### config.mk
export PLATFORM = sky130hd
export DESIGN_NAME = sram_bist_flat
export DESIGN_NICKNAME = d
export VERILOG_FILES = /design/src/rtl/sram_bist_pkg.sv /design/src/rtl/sram_bist_if.sv /design/src/rtl/sram_bist_checker.sv /design/src/rtl/sram_bist.sv /design/src/flat_wrapper.sv
export SDC_FILE = /design/constraint.sdc
export NUM_CORES = 1
export LEC_CHECK = 0
export ABC_AREA = 1
export BUFFER_PORTS_ARGS = -buffer_cell sky130_fd_sc_hd__clkbuf_2
export CAP_MARGIN = 10
export CORE_AREA = 3 3 160 162
export CTS_CLUSTER_SIZE = 28
export DETAILED_ROUTE_END_ITERATION = 10
export DIE_AREA = 0 0 163 165
export SETUP_SLACK_MARGIN = 0.5
export SLEW_MARGIN = 20
export SYNTH_ARGS = -nofsm -noshare
export SYNTH_HDL_FRONTEND = slang
export SYNTH_SLANG_ARGS = --single-unit
### constraint.sdc
create_clock -name clk_100 -period 5 [get_ports clk_100]
set_clock_uncertainty 0.2 [all_clocks]
set_input_delay 1 -clock clk_100 [delete_from_list [all_inputs] [get_ports clk_100]]
set_output_delay 1 -clock clk_100 [all_outputs]
set_load 0.005 [all_outputs]
### src/rtl/sram_bist_pkg.sv
// Shared types and the address-derived test pattern for the SRAM self-test engine.
package sram_bist_pkg;

    typedef enum logic [2:0] {
        S_IDLE, S_W_STROBE, S_W_GAP, S_R_ISSUE, S_R_DRAIN, S_DONE, S_FAIL
    } state_t;

    // bit 0 marks a read phase, bit 1 selects the inverted pattern
    typedef enum logic [1:0] {PH_W0 = 2'b00, PH_R0 = 2'b01, PH_W1 = 2'b10, PH_R1 = 2'b11} phase_t;

    localparam logic [15:0] DEFAULT_SEED = 16'hA5C3;

    function automatic logic [15:0] pattern(input logic [15:0] a, input logic [15:0] seed,
                                            input logic inv);
        pattern = (a ^ seed) ^ {16{inv}};
    endfunction

endpackage

### src/rtl/sram_bist_if.sv
// Request/response side of the SRAM controller port; the BIST is the master.
interface sram_bist_if #(
    parameter int ADDR_W = 18,
    parameter int DATA_W = 16
);
    logic [ADDR_W-1:0] ramctl_read_address;
    logic [ADDR_W-1:0] ramctl_write_address;
    logic              ramctl_write;
    logic [DATA_W-1:0] ramctl_data_in;
    logic [DATA_W-1:0] ramctl_data_out;

    modport master (
        output ramctl_read_address, ramctl_write_address, ramctl_write, ramctl_data_in,
        input  ramctl_data_out
    );
    modport slave (
        input  ramctl_read_address, ramctl_write_address, ramctl_write, ramctl_data_in,
        output ramctl_data_out
    );
endinterface

### src/rtl/sram_bist_checker.sv
// Read-back delay line, comparator and first-failure capture.
module sram_bist_checker #(
    parameter int ADDR_W = 18,
    parameter int DATA_W = 16
) (
    input  logic              clk_100,
    input  logic              sys_reset_n,
    input  logic              clr,
    input  logic              iss_vld,
    input  logic [ADDR_W-1:0] iss_addr,
    input  logic [DATA_W-1:0] iss_exp,
    input  logic [DATA_W-1:0] rd_data,
    output logic              mismatch,
    output logic [ADDR_W-1:0] fail_addr,
    output logic [DATA_W-1:0] fail_data,
    output logic [DATA_W-1:0] fail_expected
);
    // iss_* is already the registered issue stage; this is the second stage,
    // lining expected data up with read data that returns two edges after issue
    logic              vld_d1;
    logic [ADDR_W-1:0] addr_d1;
    logic [DATA_W-1:0] exp_d1;
    logic              failed;

    assign mismatch = vld_d1 && (rd_data != exp_d1);

    always_ff @(posedge clk_100 or negedge sys_reset_n) begin
        if (!sys_reset_n) begin
            vld_d1        <= 1'b0;
            addr_d1       <= '0;
            exp_d1        <= '0;
            failed        <= 1'b0;
            fail_addr     <= '0;
            fail_data     <= '0;
            fail_expected <= '0;
        end else begin
            vld_d1  <= iss_vld;
            addr_d1 <= iss_addr;
            exp_d1  <= iss_exp;
            if (clr) begin
                failed        <= 1'b0;
                fail_addr     <= '0;
                fail_data     <= '0;
                fail_expected <= '0;
            end else if (mismatch && !failed) begin
                // words still in flight behind the first failure must not overwrite it
                failed        <= 1'b1;
                fail_addr     <= addr_d1;
                fail_data     <= rd_data;
                fail_expected <= exp_d1;
            end
        end
    end
endmodule

### src/rtl/sram_bist.sv
// SRAM self-test: W0(P) / R0(P) / W1(~P) / R1(~P) over 0..LAST_ADDR, stops on first mismatch.
module sram_bist
    import sram_bist_pkg::*;
#(
    parameter int                ADDR_W    = 18,
    parameter int                DATA_W    = 16,
    parameter logic [ADDR_W-1:0] LAST_ADDR = 18'h3FFFF,
    parameter logic [15:0]       SEED      = DEFAULT_SEED
) (
    input  logic              clk_100,
    input  logic              sys_reset_n,
    input  logic              start,
    output logic              busy,
    output logic              done,
    output logic              pass,
    output logic [ADDR_W-1:0] fail_addr,
    output logic [DATA_W-1:0] fail_data,
    output logic [DATA_W-1:0] fail_expected,
    sram_bist_if.master       ram
);
    state_t            state;
    phase_t            phase;
    logic [ADDR_W-1:0] addr;
    logic [ADDR_W-1:0] addr_nx;
    logic              drain_cnt;
    logic              start_r, start_rr;
    logic              go, idle_like, clr, mismatch;
    logic              wr_q, iss_vld;
    logic [ADDR_W-1:0] wr_addr_q, rd_addr_q;
    logic [DATA_W-1:0] wr_data_q, iss_exp;

    assign addr_nx   = addr + 1'b1;
    assign idle_like = (state == S_IDLE) || (state == S_DONE) || (state == S_FAIL);
    // start is registered once before edge detection, so busy rises one edge after sampling
    assign go        = start_r && !start_rr;
    assign clr       = go && idle_like;

    assign ram.ramctl_write         = wr_q;
    assign ram.ramctl_write_address = wr_addr_q;
    assign ram.ramctl_data_in       = wr_data_q;
    assign ram.ramctl_read_address  = rd_addr_q;

    always_ff @(posedge clk_100 or negedge sys_reset_n) begin
        if (!sys_reset_n) begin
            state     <= S_IDLE;
            phase     <= PH_W0;
            addr      <= '0;
            drain_cnt <= 1'b0;
            start_r   <= 1'b0;
            start_rr  <= 1'b0;
            busy      <= 1'b0;
            done      <= 1'b0;
            pass      <= 1'b0;
            wr_q      <= 1'b0;
            wr_addr_q <= '0;
            wr_data_q <= '0;
            rd_addr_q <= '0;
            iss_vld   <= 1'b0;
            iss_exp   <= '0;
        end else begin
            start_r  <= start;
            start_rr <= start_r;
            case (state)
                S_IDLE, S_DONE, S_FAIL: if (go) begin
                    state     <= S_W_STROBE;
                    phase     <= PH_W0;
                    addr      <= '0;
                    busy      <= 1'b1;
                    done      <= 1'b0;
                    pass      <= 1'b0;
                    wr_q      <= 1'b1;
                    wr_addr_q <= '0;
                    wr_data_q <= pattern(16'h0000, SEED, 1'b0);
                end
                S_W_STROBE: begin
                    wr_q  <= 1'b0;
                    state <= S_W_GAP;
                end
                S_W_GAP: if (addr == LAST_ADDR) begin
                    phase     <= phase[1] ? PH_R1 : PH_R0;
                    addr      <= '0;
                    state     <= S_R_ISSUE;
                    rd_addr_q <= '0;
                    iss_vld   <= 1'b1;
                    iss_exp   <= pattern(16'h0000, SEED, phase[1]);
                end else begin
                    addr      <= addr_nx;
                    state     <= S_W_STROBE;
                    wr_q      <= 1'b1;
                    wr_addr_q <= addr_nx;
                    wr_data_q <= pattern(addr_nx[15:0], SEED, phase[1]);
                end
                S_R_ISSUE: if (mismatch) begin
                    state   <= S_FAIL;
                    busy    <= 1'b0;
                    done    <= 1'b1;
                    iss_vld <= 1'b0;
                end else if (addr == LAST_ADDR) begin
                    iss_vld   <= 1'b0;
                    drain_cnt <= 1'b0;
                    state     <= S_R_DRAIN;
                end else begin
                    addr      <= addr_nx;
                    rd_addr_q <= addr_nx;
                    iss_exp   <= pattern(addr_nx[15:0], SEED, phase[1]);
                end
                S_R_DRAIN: if (mismatch) begin
                    state <= S_FAIL;
                    busy  <= 1'b0;
                    done  <= 1'b1;
                end else if (!drain_cnt) begin
                    drain_cnt <= 1'b1;
                end else if (phase == PH_R1) begin
                    state <= S_DONE;
                    busy  <= 1'b0;
                    done  <= 1'b1;
                    pass  <= 1'b1;
                end else begin
                    phase     <= PH_W1;
                    addr      <= '0;
                    state     <= S_W_STROBE;
                    wr_q      <= 1'b1;
                    wr_addr_q <= '0;
                    wr_data_q <= pattern(16'h0000, SEED, 1'b1);
                end
                default: state <= S_IDLE;
            endcase
        end
    end

    sram_bist_checker #(.ADDR_W(ADDR_W), .DATA_W(DATA_W)) u_checker (
        .clk_100       (clk_100),
        .sys_reset_n   (sys_reset_n),
        .clr           (clr),
        .iss_vld       (iss_vld),
        .iss_addr      (rd_addr_q),
        .iss_exp       (iss_exp),
        .rd_data       (ram.ramctl_data_out),
        .mismatch      (mismatch),
        .fail_addr     (fail_addr),
        .fail_data     (fail_data),
        .fail_expected (fail_expected)
    );
endmodule

### src/flat_wrapper.sv
// flat-port wrapper written by rule: the top's interface ports become plain ports
module sram_bist_flat import sram_bist_pkg::*;
#(
    parameter int                ADDR_W    = 18,
    parameter int                DATA_W    = 16,
    parameter logic [ADDR_W-1:0] LAST_ADDR = 18'h3FFFF,
    parameter logic [15:0]       SEED      = DEFAULT_SEED
)
  (clk_100, sys_reset_n, start, busy, done, pass, fail_addr, fail_data, fail_expected, ram_ramctl_read_address, ram_ramctl_write_address, ram_ramctl_write, ram_ramctl_data_in, ram_ramctl_data_out);
  sram_bist_if #(.ADDR_W(ADDR_W), .DATA_W(DATA_W)) ram_i ();
  input  logic clk_100;
  input  logic sys_reset_n;
  input  logic start;
  output logic busy;
  output logic done;
  output logic pass;
  output logic [ADDR_W-1:0] fail_addr;
  output logic [DATA_W-1:0] fail_data;
  output logic [DATA_W-1:0] fail_expected;
  output wire logic [$bits(ram_i.ramctl_read_address)-1:0] ram_ramctl_read_address;
  output wire logic [$bits(ram_i.ramctl_write_address)-1:0] ram_ramctl_write_address;
  output wire logic [$bits(ram_i.ramctl_write)-1:0] ram_ramctl_write;
  output wire logic [$bits(ram_i.ramctl_data_in)-1:0] ram_ramctl_data_in;
  input wire logic [$bits(ram_i.ramctl_data_out)-1:0] ram_ramctl_data_out;
  assign ram_ramctl_read_address = ram_i.ramctl_read_address;
  assign ram_ramctl_write_address = ram_i.ramctl_write_address;
  assign ram_ramctl_write = ram_i.ramctl_write;
  assign ram_ramctl_data_in = ram_i.ramctl_data_in;
  assign ram_i.ramctl_data_out = ram_ramctl_data_out;
  sram_bist #(.ADDR_W(ADDR_W), .DATA_W(DATA_W), .LAST_ADDR(LAST_ADDR), .SEED(SEED)) u_core (.clk_100(clk_100), .sys_reset_n(sys_reset_n), .start(start), .busy(busy), .done(done), .pass(pass), .fail_addr(fail_addr), .fail_data(fail_data), .fail_expected(fail_expected), .ram(ram_i));
endmodule
; After elaboration in Yosys (flattened, before gate mapping)
; Index checks and enable logic that the tools add are counted.
[totals]
ff_bits = 185
inputBits = 19
out_inout_bits = 106
[op_classes]
add_sub_neg = 1
eq_ne = 23
muxes = 69
n_bitwise = 3
reduce_logical = 28
[ops]
columns = cell, n
row1 = 18-bit 2-to-1 mux, 10
row2 = 16-bit 2-to-1 mux, 11
row3 = 18-bit case mux with 4 select lines, 1
row4 = 18-bit case mux with 3 select lines, 1
row5 = 16-bit case mux with 3 select lines, 1
row6 = 18-bit case mux with 2 select lines, 1
row7 = 16-bit case mux with 2 select lines, 1
row8 = 1-bit 2-to-1 mux, 22
row9 = 18-bit by 1-bit adder with 18-bit output (second input constant), 1
row10 = 18-bit == test (second input constant), 1
row11 = 3-bit 2-to-1 mux, 6
row12 = 6-bit AND reduction, 3
row13 = 16-bit != test, 1
row14 = 8-bit inverter, 2
row15 = 16-bit XOR, 1
row16 = 3-bit case mux with 5 select lines, 1
row17 = 2-bit 2-to-1 mux, 7
row18 = 2-bit != test (second input constant), 6
row19 = 2-bit by 1-bit != test with 1-bit output (second input constant), 5
row20 = 5-bit AND reduction, 2
row21 = 3-bit == test (second input constant), 3
row22 = 3-bit by 2-bit != test with 1-bit output (second input constant), 3
row23 = 4-bit AND reduction, 2
row24 = 2-bit nonzero test, 4
row25 = 16 further kinds, 28

; Longest topological paths before layout
[depth]
depth_word = 6
ltp_mapped = 15
mapped_depth_nobuf = 13

; Modules after synthesis
; A second synthesis with hierarchy kept.
[hier_totals]
cells_unflattened = 1122
hier_area_um2 = 8709.6
[modules_own_cells]
columns = mod, n_inst, cells_each, area_per_inst_um2, seq_area_each_um2
row1 = sram_bist, 1, 696, 5143.7, 2477.4
row2 = sram_bist_checker, 1, 426, 3565.9, 2152.1

; Worst setup path before layout
; Ideal clock, no wire load.
[synth_path]
path_kind = input to register
from = input ram_ramctl_data_out[8]
to = register u_core.rd_addr_q[11], in the netlist u_core.ram.ramctl_read_address[11]
setup_time_ns = 0.118
t_arrival_ns = 2.180
t_required_ns = 4.682
slack_ns = 2.503
stages = 15
cell_sequence = inv_1 nand2_1 nand2_1 nor2_1 nand2_1 nor2_1 nand2_1 nand2_1 nand2_1 nand2_2 nand2_2 buf_6 buf_6 nand2_1 o21ai_2
[synth_between]
elab_chain_cells = 4
[synth_rtl]
columns = item, line_no
row1 = "start, declared", flat_wrapper.sv:24  ; input wire logic [$bits(ram_i.ramctl_data_out)-1:0] ram_ramctl_data_out;
row2 = 16-bit != test, sram_bist_checker.sv:25  ; assign mismatch = vld_d1 && (rd_data != exp_d1);
row3 = 1-bit logical AND, sram_bist_checker.sv:25
row4 = 2-bit != test (no line), --
row5 = 4-bit AND reduction (no line), --
row6 = "end signal, assigned", sram_bist.sv:104  ; rd_addr_q <= addr_nx;
row7 = "end, declared", sram_bist.sv:29  ; logic [ADDR_W-1:0] wr_addr_q, rd_addr_q;
; No other way between the ends.
; A chain may end at the register's enable or synchronous reset.

; Worst setup path in the final report
[layout_path]
from = register u_core.state[0]
to = register u_core.u_checker.fail_data[4]
[layout_between]
elab_chain_cells = 5
word_cells_on_any_way = 8
[layout_rtl]
columns = item, line_no
row1 = "start, declared", sram_bist.sv:21  ; state_t state;
row2 = "start signal, assigned", sram_bist.sv:45  ; state <= S_IDLE;
row3 = "start signal, assigned", sram_bist.sv:65  ; state <= S_W_STROBE;
row4 = "start signal, assigned", sram_bist.sv:77  ; state <= S_W_GAP;
row5 = 3-bit == test or 3-bit zero test (tied branches), sram_bist.sv:33  ; assign idle_like = (state == S_IDLE) || (state == S_DONE) || (state == S_FAIL);
row6 = 1-bit logical OR, sram_bist.sv:33
row7 = 1-bit logical OR *, sram_bist.sv:33
row8 = 1-bit logical AND *, sram_bist.sv:36  ; assign clr = go && idle_like;
row9 = 16-bit 2-to-1 mux or 2-bit nonzero test (tied branches), --
row10 = "end signal, assigned", sram_bist_checker.sv:49  ; fail_data <= rd_data;
row11 = "end, declared", sram_bist_checker.sv:15  ; output logic [DATA_W-1:0] fail_data,
; Mark *: on every way between the ends. The rest lies on a longest branch, timed or not.

==> impl_metrics.py <==
metrics = {
    "status": {
        "status": "complete, no violations",
    },
    "yosys": {
        "synth_nets": 1040,
        "synth_async_sr_flop_share_pct": 100.0,
        "synth-xor-area-share_pct": 0.8250,
        "synth_area_um2": 8493,
        "synth_edf_count": 0,
        "synth_top_family_by_area": "simple AND/OR/NAND/NOR gates",
        "synthAdderAreaFrac_pct": 0.3830,
        "synth_mux_area_share_pct": 0,
        "synth_compound_gate_area_share_pct": 7.720,
        "synth-main-ff-cell": "dfrtp_1",
        "yosysUniqueCellTypes": 36,
        "avgSynthCellArea_um2": 8.335,
        "seq_area_frac_synth_pct": 54.51,
        "syn_inst": 1019,
        "yosys_register_bits": 185,
        "synth_warnings": 0,
        "yosys.area_share.simple_pct": 30.13,
    },
    "worst_setup_path": {
        "cp_max_fo": 32,
        "regToRegStartpoint": "u_core.state[0]",
        "slowest_stage": "dfrtp_1",
        "path_class": "reg2reg",
        "crit_path_max_incr_delay_ns": 0.50,
        "reg2reg_depth": 10,
        "rrSetupSlack_ns": 1.69,
        "crit_required_ns": 5.14,
        "crit_chain": "nor2_2 > nand2_1 > nand2_1 > nor2_1 > nand2_1 > buf_4 > nand2_1 > buf_4 > nand2_1 > o21ai_0",
        "start_kind": "register",
        "crit_top_cell": "nand2_1",
        "arrival_ns": 3.45,
        "crit_start": "u_core.state[0]",
        "r2r_end": "u_core.u_checker.fail_data[4]",
        "cp-end-kind": "register",
        "cp-endpoint": "u_core.u_checker.fail_data[4]",
    },
    "sta": {
        "setup_tns_ns": 0,
        "period_share_pct": 66.24,
        "tightest_slew_ns": 0.9880,
        "maxSlewHeadroom_pct": 34.14,
        "rsz0062_at_grt": "false",
        "setup_viol": 0,
        "fin_crit_ns": 3.312,
        "hold_viol": 0,
        "fmax_mhz": 301.9,
        "slew_violations": 0,
    },
    "grt": {
        "grt_overflow": 0,
        "grt.total_usage_pct": 16.75,
        "antenna_found_initial": 0,
        "grt_pass1_vias": 6529,
        "grt_max_degree": 106,
        "grt_pass1_wl_um": 35560,
    },
    "placed_design": {
        "place_inst": 1434,
        "port_buffers": 124,
        "place_hpwl_um": 15640,
        "gp_congestion": 0.9258,
    },
    "pwr": {
        "power_density_nw_per_um2": 531.9,
        "irDropWorstVdd_v": 0.0002079,
        "p_leak_nw": 5.438,
    },
    "drt": {
        "dr.pass1.iters": 5,
        "ant_nets": 0,
        "initialDrtViolationCount": 514,
        "drc": 0,
        "wire_per_inst_um": 14.85,
        "num_vias": 6920,
        "vias_per_cell": 4.720,
        "wirelength_um": 21770,
    },
    "floorplan": {
        "rows": 57,
        "dieHeight_um": 165,
        "initial_utilization_pct": 35.03,
        "die_w_um": 163,
        "fp.coreArea_um2": 24250,
        "io_pins": 125,
        "die-area_um2": 26900,
    },
    "finish": {
        "final_cells": 1466,
        "mostFrequentLayoutCells": "nand2_1, dfrtp_1, clkbuf_2",
        "syn_to_final_growth_pct": 17.27,
        "n_antenna_cell": 0,
        "final_common_cell": "nand2_1",
        "drive_gt1_share_pct": 19.53,
        "nets": 1150,
        "ff_latch_area_um2": 4629,
        "multiInputGateArea_um2": 3319,
        "nFillCells": 2508,
    },
    "clock_network": {
        "post_cts_buffers": 0,
        "root_buffer": "clkbuf_16",
        "cts.sinks": 185,
        "clkSlewWorstSetupHoldPaths_ns": 0.07,
        "cts_hold_buf": 0,
        "cts_tree": "built",
        "ctsResizeCount": 0,
        "clockBufferDepth": 2,
        "insertion_delay_ns": 0.43,
        "cts_inserted_buffers": 17,
        "htree_levels": 4,
    },
    "hold_path": {
        "hold_path.class": "reg2reg",
    },
    "job": {
        "drv_cap": 0,
    },
}
==> flip-flops by register name (all words and copies together) (netlist names), 2 cells and up <==
register,cells
u_core.u_checker.fail_expected,16
u_core.u_checker.fail_addr,18
u_core.u_checker.exp_d1,16
u_core.iss_exp,16
u_core.ram.ramctl_read_address,18
u_core.ram.ramctl_data_in,16
u_core.u_checker.addr_d1,18
u_core.addr,18
u_core.ram.ramctl_write_address,18
u_core.phase,2
u_core.state,3
u_core.u_checker.fail_data,16
==> area by class of cell <==
cell class / instances / area share [%]
flip-flops and latches: 185 / 46.48
multi-input cells: 709 / 33.33
repair buffers: 132 / 7.023
clock buffers: 19 / 4.347
well taps: 324 / 4.070
inverters: 84 / 3.166
clock inverters: 13 / 1.583
==> cells in the mapped netlist, types with 13 or more instances <==
| cell | count | area, µm² |
|---|---|---|
| nand4_1 | 14 | 87.58 |
| nand3_1 | 91 | 455.4 |
| o21ai_2 | 23 | 201.4 |
| clkbuf_1 | 21 | 78.83 |
| o21ai_0 | 33 | 165.2 |
| nor2_1 | 57 | 214.0 |
| nand2_1 | 399 | 1498 |
| nand2_2 | 13 | 81.33 |
| o21bai_1 | 18 | 135.1 |
| dfrtp_1 | 185 | 4629 |
| inv_1 | 78 | 292.8 |
| o21ai_1 | 17 | 85.08 |
==> metrics by stage <==
| stage | setup slack, ns | util (%) | area, µm² | hold slack, ns | power, W |
|---|---|---|---|---|---|
| after floorplan | 2.503 | - | 8493 | 0.1537 | 0.003355 |
| after global placement | 1.509 | 38.64 | 9369 | 0.1638 | 0.003939 |
| after detailed placement | 1.493 | 38.64 | 9369 | 0.1640 | 0.003960 |
| after CTS | 1.648 | 41.07 | 9960 | 0.1794 | 0.005348 |
| after global routing | 1.238 | 41.07 | 9960 | 0.1902 | 0.005699 |
| final | 1.688 | 41.07 | 9960 | 0.1786 | 0.005297 |
==> worst min-delay path by stage <==
| stage | from | endpoint | slack (ns) | cells past startpoint |
|---|---|---|---|---|
| 3_3_place_gp | u_core.iss_exp[8] | u_core.u_checker.exp_d1[8] | 0.16 | 0 |
| 6_report | u_core.iss_exp[4] | u_core.u_checker.exp_d1[4] | 0.18 | 0 |
| 2_1_floorplan | u_core.start_r | u_core.start_rr | 0.15 | 0 |
| 5_1_grt | u_core.iss_exp[7] | u_core.u_checker.exp_d1[7] | 0.19 | 0 |
| 3_5_place_dp | u_core.iss_exp[4] | u_core.u_checker.exp_d1[4] | 0.16 | 0 |
| 4_1_cts | u_core.iss_exp[12] | u_core.u_checker.exp_d1[12] | 0.18 | 0 |
==> worst max-delay path, delay by kind of cell (launching register included) <==
family	cells	cell delay [ns]
AND/OR/NAND/NOR	7	1.63
buffers and inverters	2	0.57
AO/OA/AOI/OAI	1	0.30
flip-flops	1	0.50
==> logic make-up after synthesis <==
| logic type | after synthesis |
|---|---|
| AO/OA/AOI/OAI | 103 |
| adder cells (fa/ha/maj) | 2 |
| XOR/XNOR | 8 |
| flip-flops | 185 |
| buffers and inverters | 125 |
| AND/OR/NAND/NOR | 596 |
==> per-layer routing <==
layer	share of wire [%]	vias to the layer above	routed length, µm	track usage, %
li1	-	3453	-	-
met1	50	3230	10800	24.85
met2	42	209	9215	24.27
met3	5.7	28	1248	3.662
met4	2.3	0	505	5.459
met5	0	-	0	0
==> where the power goes <==
group | internal [W] | switching [W]
Clock | 0.000756 | 0.000620
Sequential | 0.00187 | 0.000260
Combinational | 0.000582 | 0.00121
Total | 0.00321 | 0.00209
Note: power is estimated with default switching activity, not from simulation.
